File: config.mk
export PLATFORM = sky130hd
export DESIGN_NAME = mem_bus_arbiter
export DESIGN_NICKNAME = d
export VERILOG_FILES = /design/src/rtl/mem_bus_arbiter.sv
export SDC_FILE = /design/constraint.sdc
export NUM_CORES = 1
export LEC_CHECK = 0
export ABC_CLOCK_PERIOD_IN_PS = 2700
export CELL_PAD_IN_SITES_DETAIL_PLACEMENT = 0
export CELL_PAD_IN_SITES_GLOBAL_PLACEMENT = 1
export CORE_ASPECT_RATIO = 1.5
export CORE_MARGIN = 5
export CORE_UTILIZATION = 34
export CTS_CLUSTER_DIAMETER = 120
export CTS_CLUSTER_SIZE = 12
export DETAILED_ROUTE_END_ITERATION = 16
export PLACE_DENSITY_LB_ADDON = 0.1
export SKIP_LAST_GASP = 1
export SLEW_MARGIN = 0
export SYNTH_ARGS = -nofsm -noshare
export SYNTH_HDL_FRONTEND = slang
export SYNTH_SLANG_ARGS = --single-unit
File: constraint.sdc
create_clock -name clock -period 2.7 [get_ports clock]
set_input_delay 0.81 -clock clock [delete_from_list [all_inputs] [get_ports clock]]
set_output_delay 0.81 -clock clock [all_outputs]
set_load 0.01 [all_outputs]
File: src/rtl/mem_bus_arbiter.sv
// Arbitrates the single external memory port between instruction fetch (I) and
// the data load/store path (D), with fetch cancellation and a bus watchdog.
module mem_bus_arbiter #(
    parameter int ADDR_W  = 32,
    parameter int DATA_W  = 32,
    parameter int TIMEOUT = 255
) (
    input  logic                  clock,
    input  logic                  resetn,
    input  logic                  if_req,
    input  logic [ADDR_W-1:0]     if_addr,
    input  logic                  if_cancel,
    output logic                  if_ready,
    output logic [DATA_W-1:0]     if_rdata,
    input  logic                  d_req,
    input  logic                  d_we,
    input  logic [DATA_W/8-1:0]   d_be,
    input  logic [ADDR_W-1:0]     d_addr,
    input  logic [DATA_W-1:0]     d_wdata,
    output logic                  d_ready,
    output logic [DATA_W-1:0]     d_rdata,
    output logic                  m_valid,
    output logic                  m_we,
    output logic [DATA_W/8-1:0]   m_be,
    output logic [ADDR_W-1:0]     m_addr,
    output logic [DATA_W-1:0]     m_wdata,
    input  logic                  m_ack,
    input  logic [DATA_W-1:0]     m_rdata,
    output logic                  bus_error
);

    localparam int BE_W = DATA_W / 8;
    localparam int WD_W = $clog2(TIMEOUT + 1);
    localparam logic [WD_W-1:0] WD_LAST = WD_W'(TIMEOUT - 1);
    localparam logic [WD_W-1:0] WD_ONE  = WD_W'(1);

    typedef enum logic [1:0] {IDLE, BUSY, RESP, DRAIN} state_t;
    typedef enum logic {OWN_I, OWN_D} owner_t;

    state_t            state, state_next;
    owner_t            owner, owner_next;
    owner_t            last_grant, last_grant_next;
    logic [WD_W-1:0]   wd, wd_next;
    logic              if_done, if_done_next;
    logic              m_valid_next, m_we_next, bus_error_next;
    logic [BE_W-1:0]   m_be_next;
    logic [ADDR_W-1:0] m_addr_next;
    logic [DATA_W-1:0] m_wdata_next, if_rdata_next, d_rdata_next;
    logic              fetch_req, grant_d;

    // A fetch cancelled in the same cycle it is raised never competes for the bus.
    assign fetch_req = if_req & ~if_cancel;
    assign grant_d   = d_req & (~fetch_req | (last_grant == OWN_I));

    // The completion pulse is dropped if the pipeline flushes during the response cycle.
    assign if_ready = if_done & ~if_cancel;
    assign d_ready  = ~d_req | ((state == RESP) && (owner == OWN_D));

    always_comb begin
        // NOTE: every signal gets a default first so no path through the case infers a latch.
        state_next      = state;
        owner_next      = owner;
        last_grant_next = last_grant;
        wd_next         = wd;
        if_done_next    = 1'b0;
        bus_error_next  = 1'b0;
        m_valid_next    = m_valid;
        m_we_next       = m_we;
        m_be_next       = m_be;
        m_addr_next     = m_addr;
        m_wdata_next    = m_wdata;
        if_rdata_next   = if_rdata;
        d_rdata_next    = d_rdata;

        case (state)
            IDLE: begin
                if (fetch_req || d_req) begin
                    state_next   = BUSY;
                    owner_next   = grant_d ? OWN_D : OWN_I;
                    m_valid_next = 1'b1;
                    wd_next      = '0;
                    if (grant_d) begin
                        m_we_next    = d_we;
                        m_be_next    = d_we ? d_be : '1;
                        m_addr_next  = d_addr;
                        m_wdata_next = d_we ? d_wdata : '0;
                    end else begin
                        m_we_next    = 1'b0;
                        m_be_next    = '1;
                        m_addr_next  = if_addr;
                        m_wdata_next = '0;
                    end
                end
            end
            BUSY: begin
                if (m_ack) begin
                    m_valid_next = 1'b0;
                    state_next   = RESP;
                    if (owner == OWN_I) begin
                        if_rdata_next = m_rdata;
                        if_done_next  = ~if_cancel;
                    end else begin
                        d_rdata_next = m_rdata;
                    end
                end else if (wd == WD_LAST) begin
                    // Watchdog expiry still completes the access so the requester is released.
                    m_valid_next   = 1'b0;
                    bus_error_next = 1'b1;
                    state_next     = RESP;
                    if (owner == OWN_I) begin
                        if_rdata_next = '0;
                        if_done_next  = ~if_cancel;
                    end else begin
                        d_rdata_next = '0;
                    end
                end else begin
                    wd_next = wd + WD_ONE;
                    if ((owner == OWN_I) && if_cancel) begin
                        state_next = DRAIN;
                    end
                end
            end
            RESP: begin
                last_grant_next = owner;
                state_next      = IDLE;
            end
            DRAIN: begin
                if (m_ack) begin
                    m_valid_next = 1'b0;
                    state_next   = IDLE;
                end else if (wd == WD_LAST) begin
                    m_valid_next   = 1'b0;
                    bus_error_next = 1'b1;
                    state_next     = IDLE;
                end else begin
                    wd_next = wd + WD_ONE;
                end
            end
            default: state_next = IDLE;
        endcase
    end

    // NOTE: state is updated with non-blocking assignments so every register samples pre-edge values.
    always_ff @(posedge clock or negedge resetn) begin
        if (!resetn) begin
            state      <= IDLE;
            owner      <= OWN_I;
            last_grant <= OWN_I;
            wd         <= '0;
            if_done    <= 1'b0;
            bus_error  <= 1'b0;
            m_valid    <= 1'b0;
            m_we       <= 1'b0;
            m_be       <= '0;
            m_addr     <= '0;
            m_wdata    <= '0;
            if_rdata   <= '0;
            d_rdata    <= '0;
        end else begin
            state      <= state_next;
            owner      <= owner_next;
            last_grant <= last_grant_next;
            wd         <= wd_next;
            if_done    <= if_done_next;
            bus_error  <= bus_error_next;
            m_valid    <= m_valid_next;
            m_we       <= m_we_next;
            m_be       <= m_be_next;
            m_addr     <= m_addr_next;
            m_wdata    <= m_wdata_next;
            if_rdata   <= if_rdata_next;
            d_rdata    <= d_rdata_next;
        end
    end

endmodule

==> metrics.csv, run 1 <==
stage,metric,value,unit
outcome,status,completed,
power_and_ir_drop,pwr dens,1134,nW/um^2
cts,Num Clock Sinks,148,
timing,Least-Margin Pin Slew,0.5817,ns
synthesis,post-synthesis cell area,5828,sq um
power_and_ir_drop,Pint,7221,uW
die,Ports,276,
job,max cap viols,0,
synthesis,largest cells by area after synthesis,"dfrtp_1, a22o_1, mux2i_1",
timing,final setup violation count,0,
timing,TNS Setup,0,ns
synthesis,"FFs w/ async S/R, synth",100.0,%
setup_path,slowest CP cell,clkdlybuf4s50_1,
timing,final setup skew,0.01748,ns
route,Post-DRT Antenna Nets,0,
synthesis,Synth Instances,447,
finish,number of diodes,0,
power_and_ir_drop,Peak supply drop,0.5139,mV
place,number of buffers inserted by port buffering,275,
synthesis,count of flip-flops with a built-in enable after synthesis,0,
cts,latest clock arrival within the worst-skew pair,0.41,ns
power_and_ir_drop,total power,10710,uW
cts,CTS H-tree depth,4,
power_and_ir_drop,Comb power frac,41.7,%
place,Detailed Place HPWL,13.12,mm
route,DRT iter0 DRCs,324,
die,die area,19910,sq um
synthesis,post-synth top area share,63.55,%
finish,layout cells sized above 1,8.163,%
grt,GRT Util Overall,17.85,%
grt,vias in the first global route,5142,
grt,largest net degree at the start of global routing,59,
setup_path,Critical Path RT,1.89,ns
route,via count,4728,
cts,Root Driver,clkbuf_16,
setup_path,"Max FO, Critical Path",2,
worst_hold_path,worst min path class,in2async,
timing,Slew Limit Fails,0,
die,Die W,116.9,um
setup_path,"Arr. time, crit path",1.84,ns
cts,CTS clock-pin slew for the worst setup and hold paths,0.07,ns
grt,first-pass GRT wire length,27.86,mm
timing,RSZ-0062 raised after global routing,false,
setup_path,WS Path Type,in2out,
timing,fin crit share,98.00,%
setup_path,cell chain of the critical path,clkdlybuf4s50_1 -> nand2_1 -> clkdlybuf4s50_1,
place,dpl cell area,8842,sq um
route,Remaining DRCs,0,
power_and_ir_drop,clock network fraction of design power,22.6,%
power_and_ir_drop,NetSw,3489,uW
timing,maximum clock rate,377.9,MHz
timing,final hold slack,0.3679,ns
synthesis,dominant synthesized flop cell,dfrtp_1,
power_and_ir_drop,Flop pwr share,35.7,%
route,final wirelength,17.61,mm
synthesis,Synth area leader,dfrtp_1,
grt,initial antenna violation count,0,
cts,CTS Hold Bufs,0,
synthesis,Synthesis Warnings,0,
power_and_ir_drop,leakage power,0.004154,uW
die,DIE HEIGHT,170.4,um
setup_path,Worst setup SP type,primary input,
die,Placeable Area,16840,sq um
cts,CTS Buf Count,17,
synthesis,sequential area share after synthesis,63.55,%
route,drt pass-1 iters,4,
die,initial core utilization,34.62,%
grt,"Remaining Overflow, GRT",0,
finish,nets,863,
die,num rows,58,
cts,CTS tree,built,
cts,CTS max path bufs,2,
synthesis,Yosys cell types,40,
setup_path,Critical Path End Type,output port,
finish,Fillers,1492,
timing,Final Hold Vio Count,0,
setup_path,crit-path max cell delay,0.54,ns
finish,post-layout util,56.12,%
synthesis,"Net Count, Synth",588,
synthesis,synthesized area per cell,13.04,sq um
power_and_ir_drop,Sw Ratio,32.58,%
synthesis,#FFs+latches synth,148,
setup_path,CP most frequent cell,clkdlybuf4s50_1,
place,Final GP Congestion,0.7351,
finish,Area growth syn-to-layout,62.13,%
route,Vias/cell,5.003,
finish,"Non-Filler Cell Area, Final",9449,sq um
timing,Worst slew margin,61.22,%
route,post-DR wirelength/cell,18.63,um
timing,min Tclk post-route,2.646,ns
final timing paths:
check	startpoint	to	slack [ns]	cells past startpoint
hold / removal	resetn	if_rdata[25]	0.37	1
hold reg to reg	m_we	m_we	0.48	2
setup reg to reg	state[0]	if_rdata[23]	0.87	6
setup / recovery	d_req	d_ready	0.05	3
min in group clock	m_we	m_we	0.48	2
max in group asynchronous	resetn	d_rdata[9]	1.61	2
power by group through the flow:
| stage | Sequential, uW | Clock, uW | Combinational [uW] |
|---|---|---|---|
| after floorplan | 4220 | 0 | 1470 |
| after global placement | 3820 | 0 | 4490 |
| after detailed placement | 3840 | 0 | 4540 |
| after CTS | 3830 | 2510 | 4550 |
| after global routing | 3960 | 2590 | 4820 |
| final | 3820 | 2420 | 4460 |
layout make-up:
type                    count  area [sq um]  area share [%]
flip-flops and latches    148          3704           39.19
repair buffers            291          2935           31.06
multi-input cells         261          1928           20.41
clock buffers              17         425.4           4.502
clock inverters            15         182.7           1.933
well taps                 210         262.8           2.781
inverters                   3         11.26          0.1192
cell families (layout without fill, tap and decap cells):
group	after synthesis	count (layout)	synth area share [%]
flip-flops	148	148	63.55
buffers and inverters	38	326	3.757
AND/OR/NAND/NOR	71	71	5.797
AO/OA/AOI/OAI	154	154	20.59
multiplexers	34	34	5.882
adder cells (fa/ha/maj)	2	2	0.4293
routing by layer:
| layer | routed length [um] | global-route usage [%] | up-vias |
|---|---|---|---|
| met5 | 0 | 0 | - |
| li1 | - | - | 2210 |
| met2 | 8911 | 30.27 | 205 |
| met1 | 6675 | 20.84 | 2301 |
| met3 | 1781 | 6.368 | 12 |
| met4 | 236 | 5.888 | 0 |
synth_stat cells, drive strengths merged (2+ instances only):
library cell,number
o21ai,40
a21boi,2
a32o,2
mux2,2
dfrtp,148
and3,2
nor2b,5
mux2i,32
nand3,11
nand2,38
o22a,4
and2,2
o21a,2
buf,29
ha,2
inv,3
nand4,3
nor2,6
a22o,97
clkbuf,6
o311ai,2
through the flow:
stage                     worst slack [ns]  std cells
after global placement            0.002305        913
after global routing              0.004698        945
after detailed placement         0.0002462        913
final                              0.05406        945
after CTS                          0.04416        945
after floorplan                     0.8144        447
critical path, delay by kind of cell:
family                 cells  cell delay, ns
buffers and inverters      2            0.96
and+or+nand+nor            1            0.06
state kept, by name, summed over array words and instances, names as in the netlist:
| register | cells |
|---|---|
| owner | 1 |
| wd | 8 |
| m_wdata | 32 |
| state | 2 |
| d_rdata | 32 |
| if_rdata | 32 |
| last_grant | 1 |
| m_we | 1 |
| m_be | 4 |
| m_addr | 32 |
| if_done | 1 |
| bus_error | 1 |
| m_valid | 1 |
cells in the final DEF (no fill, tap or decap), types with 3 or more instances in the layout:
| master | n |
|---|---|
| nand4_1 | 3 |
| o22a_1 | 4 |
| o21ai_0 | 20 |
| buf_12 | 5 |
| mux2i_1 | 32 |
| inv_1 | 3 |
| nand3_1 | 10 |
| a22o_1 | 97 |
| buf_4 | 11 |
| o21ai_1 | 18 |
| nor2b_1 | 4 |
| clkdlybuf4s50_1 | 273 |
| inv_6 | 6 |
| dfrtp_1 | 148 |
| inv_8 | 3 |
| clkbuf_16 | 17 |
| nor2_1 | 4 |
| nand2_1 | 38 |
repair_timing:
item,CTS,global route
endpoints found under the setup margin,1,0
buffers inserted,0,0
resized for setup,1,0
Note: power is estimated with default switching activity, not from simulation.
==> run 2, diff against run 1 <==
--- a/config.mk
+++ b/config.mk
@@ -11,7 +11,7 @@
 export CORE_ASPECT_RATIO = 1.5
 export CORE_MARGIN = 5
 export CORE_UTILIZATION = 34
-export CTS_CLUSTER_DIAMETER = 120
+export CTS_CLUSTER_DIAMETER = 30
 export CTS_CLUSTER_SIZE = 12
 export DETAILED_ROUTE_END_ITERATION = 16
 export PLACE_DENSITY_LB_ADDON = 0.1
==> results of run 2 <==
Final layout, timing and power as in run 1 (identical DEF).
